--- src/rtl/fc3_mac_engine.sv ---
`default_nettype none
// ============================================================================
// Module   : fc3_mac_engine
// Purpose  : fc3 layer MAC engine. Streams activations against a packed weight
//            ROM and accumulates one logit per neuron. Optional argmax stage is
//            enabled with macro FC3_ARGMAX_EN.
// Revision : 1.0 - initial release
// ============================================================================
module fc3_mac_engine #(
    parameter int NUM_INPUTS   = 16,
    parameter int NUM_NEURONS  = 10,
    parameter int ACT_WIDTH    = 8,
    parameter int WEIGHT_WIDTH = 8,
    parameter int ACC_WIDTH    = 32,
    parameter int ADDR_WIDTH   = $clog2(NUM_INPUTS),
    parameter int CLASS_WIDTH  = $clog2(NUM_NEURONS)
) (
    input  logic                              clk,
    input  logic                              rst,
    input  logic                              in_valid,
    output logic                              in_ready,
    input  logic [ACT_WIDTH-1:0]              in_data,
    output logic [ADDR_WIDTH-1:0]             rom_addr,
    input  logic [NUM_NEURONS*WEIGHT_WIDTH-1:0] rom_data,
    output logic                              out_valid,
    input  logic                              out_ready,
    output logic [NUM_NEURONS*ACC_WIDTH-1:0]  out_data,
    output logic [CLASS_WIDTH-1:0]            out_class,
    output logic                              busy
);

    localparam int                    c_prod_w    = ACT_WIDTH + WEIGHT_WIDTH;
    localparam logic [ADDR_WIDTH-1:0] c_last_feat = ADDR_WIDTH'(NUM_INPUTS - 1);

    typedef enum logic [1:0] {
        S_IDLE   = 2'd0,
        S_ACCUM  = 2'd1,
        S_ARGMAX = 2'd2,
        S_DONE   = 2'd3
    } state_t;

    state_t                       r_state;
    logic [ADDR_WIDTH-1:0]        r_feat_cnt;
    logic signed [ACC_WIDTH-1:0]  r_acc [NUM_NEURONS];
    logic signed [ACC_WIDTH-1:0]  w_prod_ext [NUM_NEURONS];
    logic signed [ACT_WIDTH-1:0]  w_act;
    logic                         w_accept;
    logic                         w_last_beat;

    assign w_act       = in_data;
    assign in_ready    = (r_state == S_IDLE) || (r_state == S_ACCUM);
    assign w_accept    = in_valid && in_ready;
    assign w_last_beat = w_accept && (r_feat_cnt == c_last_feat);
    assign rom_addr    = r_feat_cnt;
    assign out_valid   = (r_state == S_DONE);
    assign busy        = (r_state != S_IDLE);

    generate
        for (genvar gi = 0; gi < NUM_NEURONS; gi++) begin : g_neuron
            logic signed [WEIGHT_WIDTH-1:0] w_weight;
            logic signed [c_prod_w-1:0]     w_prod;
            assign w_weight       = rom_data[gi*WEIGHT_WIDTH +: WEIGHT_WIDTH];
            assign w_prod         = w_act * w_weight;
            assign w_prod_ext[gi] = ACC_WIDTH'(w_prod);
            assign out_data[gi*ACC_WIDTH +: ACC_WIDTH] = r_acc[gi];
        end
    endgenerate

    // Feature 0 overwrites the accumulators, so no separate clear cycle is needed.
    always_ff @(posedge clk) begin
        if (rst) begin
            r_feat_cnt <= '0;
            for (int i = 0; i < NUM_NEURONS; i++) begin
                r_acc[i] <= '0;
            end
        end else if (w_accept) begin
            r_feat_cnt <= (r_feat_cnt == c_last_feat) ? '0 : r_feat_cnt + ADDR_WIDTH'(1);
            for (int i = 0; i < NUM_NEURONS; i++) begin
                r_acc[i] <= (r_feat_cnt == '0) ? w_prod_ext[i] : r_acc[i] + w_prod_ext[i];
            end
        end
    end

`ifdef FC3_ARGMAX_EN
    localparam logic [CLASS_WIDTH-1:0] c_last_neuron = CLASS_WIDTH'(NUM_NEURONS - 1);

    logic [CLASS_WIDTH-1:0]       r_scan;
    logic [CLASS_WIDTH-1:0]       r_best_idx;
    logic signed [ACC_WIDTH-1:0]  r_best_val;

    assign out_class = r_best_idx;

    // Strict greater-than keeps the lowest index on ties.
    always_ff @(posedge clk) begin
        if (rst) begin
            r_state    <= S_IDLE;
            r_scan     <= '0;
            r_best_idx <= '0;
            r_best_val <= '0;
        end else begin
            case (r_state)
                S_IDLE: begin
                    if (w_accept) r_state <= S_ACCUM;
                end
                S_ACCUM: begin
                    if (w_last_beat) begin
                        r_state <= S_ARGMAX;
                        r_scan  <= '0;
                    end
                end
                S_ARGMAX: begin
                    if (r_scan == '0 || r_acc[r_scan] > r_best_val) begin
                        r_best_idx <= r_scan;
                        r_best_val <= r_acc[r_scan];
                    end
                    if (r_scan == c_last_neuron) begin
                        r_state <= S_DONE;
                    end else begin
                        r_scan <= r_scan + CLASS_WIDTH'(1);
                    end
                end
                default: begin
                    if (out_ready) r_state <= S_IDLE;
                end
            endcase
        end
    end
`else
    assign out_class = '0;

    always_ff @(posedge clk) begin
        if (rst) begin
            r_state <= S_IDLE;
        end else begin
            case (r_state)
                S_IDLE: begin
                    if (w_accept) r_state <= S_ACCUM;
                end
                S_ACCUM: begin
                    if (w_last_beat) r_state <= S_DONE;
                end
                default: begin
                    if (out_ready) r_state <= S_IDLE;
                end
            endcase
        end
    end
`endif

endmodule
`default_nettype wire

--- config.mk ---
export PLATFORM = sky130hd
export DESIGN_NAME = fc3_mac_engine
export DESIGN_NICKNAME = d
export VERILOG_FILES = /design/src/rtl/fc3_mac_engine.sv
export SDC_FILE = /design/constraint.sdc
export NUM_CORES = 2
export LEC_CHECK = 0
export CAP_MARGIN = 20
export CORE_MARGIN = 3
export CORE_UTILIZATION = 45
export CTS_CLUSTER_DIAMETER = 200
export DETAILED_ROUTE_END_ITERATION = 16
export PLACE_DENSITY = 0.66
export SLEW_MARGIN = 20
export SYNTH_ARGS = -nofsm -noshare
export SYNTH_HDL_FRONTEND = slang
export SYNTH_SLANG_ARGS = --single-unit
--- constraint.sdc ---
create_clock -name clk -period 8.51 [get_ports clk]
set_input_delay 1.702 -clock clk [delete_from_list [all_inputs] [get_ports clk]]
set_output_delay 1.702 -clock clk [all_outputs]
set_load 0.02 [all_outputs]
==> flow_summary.yaml <==
place:
  finalWeightedCongestion: 0.911
  pre_cts_ws_ns: -0.345
  dpl.hpwl_um: 125000
  portBuffers: 418
worst_hold_path:
  hp-class: "flip-flop to flip-flop"
  whs_path_depth: 2
  hold_end: "r_state[0]$_SDFFE_PP0P_"
  hp-start: "r_state[0]$_SDFFE_PP0P_"
sta:
  max_freq_mhz: 122
  fin_crit_ns: 8.22
  final_max_slew_viol_count: 0
  clock_skew_ns: 0.0168
  hold_ws_ns: 0.506
  tns_ns: 0
  worst_pin_slew_ns: 1.06
  finalSetupViolCount: 0
  hold_viol_final: 0
  min_period_over_period: 0.966
  fin_ws_ns: 0.293
  grt_setup_unrepaired: "yes"
  maxSlewHeadroom: 0.293
cts:
  ctsHoldBuffers: 0
  clock_path_buffers: 3
  numClockSinks: 326
  cts_tree: "yes"
  clkTransAtPathRegs_ns: 0.06
  clk-insertion-delay-late_ns: 0.63
  cts_made_buffers: 45
  cts_max_level: 2
  root_buffer: "clkbuf_16"
routing:
  routedWlPerCell_um: 18.3
  top_layer: "met5"
  routed_wl_um: 157000
  wl_met3_um: 11400
  first_pass_iters: 5
  ant_nets: 0
  vias: 45600
  drc_errors: 0
  drt_iter0_drc: 2646
  drt-vias-per-instance: 5.33
  wirelength_met1_um: 69800
  wl_met2_um: 71100
grt:
  grt-ovfl-total: 0
  grtUsageTotal: 0.257
  antenna_found_initial: 20
  grt_pass1_vias: 46400
  grt_pass1_wl_um: 252000
  grt_max_degree: 138
die:
  die_h_um: 349
  dieArea_um2: 122000
  core-area_um2: 117000
  ios: 423
  start_util: 0.455
  rows: 125
  fp.dieW_um: 349
critical_path:
  crit_slowest_cell: "fa_1"
  regToRegSetupSlack_ns: 4.50
  crit_fanout: 6
  cp_slowest_stage_delay_ns: 0.54
  cp.required_ns: 8.86
  startpoint_type: "input port"
  worstSetupPathType: "input port to flip-flop"
  endpoint_kind: "flip-flop"
  r2r-end: "r_acc[0][223]$_SDFFCE_PN0P_"
  rr_startpoint: "rom_addr[0]$_SDFFE_PP0P_"
  worst_r2r_path_depth: 11
  cp.arrival_ns: 8.57
logic_synthesis:
  synth_edf_count: 320
  synth-async-reset-ratio: 0
  yosysTopAreaCellShare: 0.212
  yosys_most_used_dff: "edfxtp_1"
  synth_cell_types: 82
  syn_area_per_cell_um2: 8.89
  synth_cells: 5961
  synth_seq_cells: 326
  yosysMostFrequentCell: "inv_1"
  synthTopCellsByCount: "inv_1, ha_1, fa_1, nand2_1, a21oi_1"
  yosysTopAreaCell: "fa_1"
  synth_warnings: 0
  ys_seq_area_frac: 0.184
  netlist_area_um2: 53000
  ys_top_cells_by_area: "fa_1, edfxtp_1, ha_1, inv_1, and2_1"
flow_run:
  max_cap_viol_count: 0
final_layout:
  area_growth_pct: 24.5
  fin_nets: 8239
  fillCellCount: 10300
  drive_gt1_frac: 0.127
status:
  status: "complete, no violations"
==> final cells by class <==
class                   count  area, um2  area share
diodes                     10       25.0    0.000379
flip-flops and latches    326       9730       0.147
multi-input cells        4536      39300       0.597
clock inverters            24        273     0.00414
inverters                 916       3440      0.0521
well taps                1524       1910      0.0289
clock buffers              59       1230      0.0187
repair buffers           1160      10000       0.152
==> metal layers <==
metal	vias to the layer above	global-route usage
met1	22200	0.354
met2	1143	0.412
li1	22000	-
met4	12	0.0672
met5	-	0
met3	205	0.0511
==> repair_timing <==
action | in CTS | in global routing
setup endpoints to repair | 0 | 11
gates resized for setup | 0 | 23
setup buffers | 0 | 3
==> stage by stage <==
step | cells | util | cell area (um2)
after floorplan | 5964 | - | 53100
after global placement | 8459 | 0.552 | 64300
after detailed placement | 8459 | 0.552 | 64300
after CTS | 8542 | 0.565 | 65800
after global routing | 8550 | 0.566 | 66000
final | 8555 | 0.566 | 66000
==> placed cells by master, fill, tap and decap left out, drive strengths merged, types with 54 or more instances in the layout <==
master         instances
xnor2                297
edfxtp               320
nand2                506
buf                  750
fa                   560
nor3                  54
o21ai                270
nand3                 78
nor2                 223
inv                  918
ha                   602
and2                 445
a21oi                471
nor2b                 96
clkbuf                59
clkdlybuf4s50        408
a21o                 194
xor2                 142
o21bai                77
==> cells by family after synthesis <==
family / Yosys count / synth area share
simple gates: 1590 / 0.152
fa+ha+maj: 1162 / 0.354
buf+inv: 1102 / 0.0784
xor+xnor: 439 / 0.0726
other cells: 1 / 0.0000708
flops: 326 / 0.184
compound gates: 1320 / 0.155
mux: 21 / 0.00420
==> worst max-delay path: cells and delay by family <==
family | cells | cell delay, ns
and+or+nand+nor | 7 | 1.29
AOI/OAI and AO/OA | 8 | 1.63
xor gates and xnor gates | 2 | 0.30
adders and majority gates | 6 | 2.63
buffers and inverters | 7 | 1.00
==> worst max-delay path by stage <==
stage | from | endpoint | slack [ns] | cells past startpoint
5_1_grt | rom_data[27] | r_acc[0][126]$_SDFFCE_PN0P_ | -0.02 | 30
3_3_place_gp | rom_data[34] | r_acc[0][159]$_SDFFCE_PN0P_ | -0.41 | 30
3_5_place_dp | rom_data[27] | r_acc[0][127]$_SDFFCE_PN0P_ | -0.34 | 30
4_1_cts | rom_data[34] | r_acc[0][156]$_SDFFCE_PN0P_ | 0.25 | 29
2_1_floorplan | in_data[2] | r_acc[0][158]$_SDFFCE_PN0P_ | -0.01 | 29
6_report | rom_data[34] | r_acc[0][158]$_SDFFCE_PN0P_ | 0.29 | 30
==> registers in the layout (all words and copies together), names as in the netlist <==
register  cells
rom_addr      4
r_state       2
r_acc       320
Power is not shown: default switching activity piles up to over one toggle a cycle in this logic, so the estimate is an artifact.
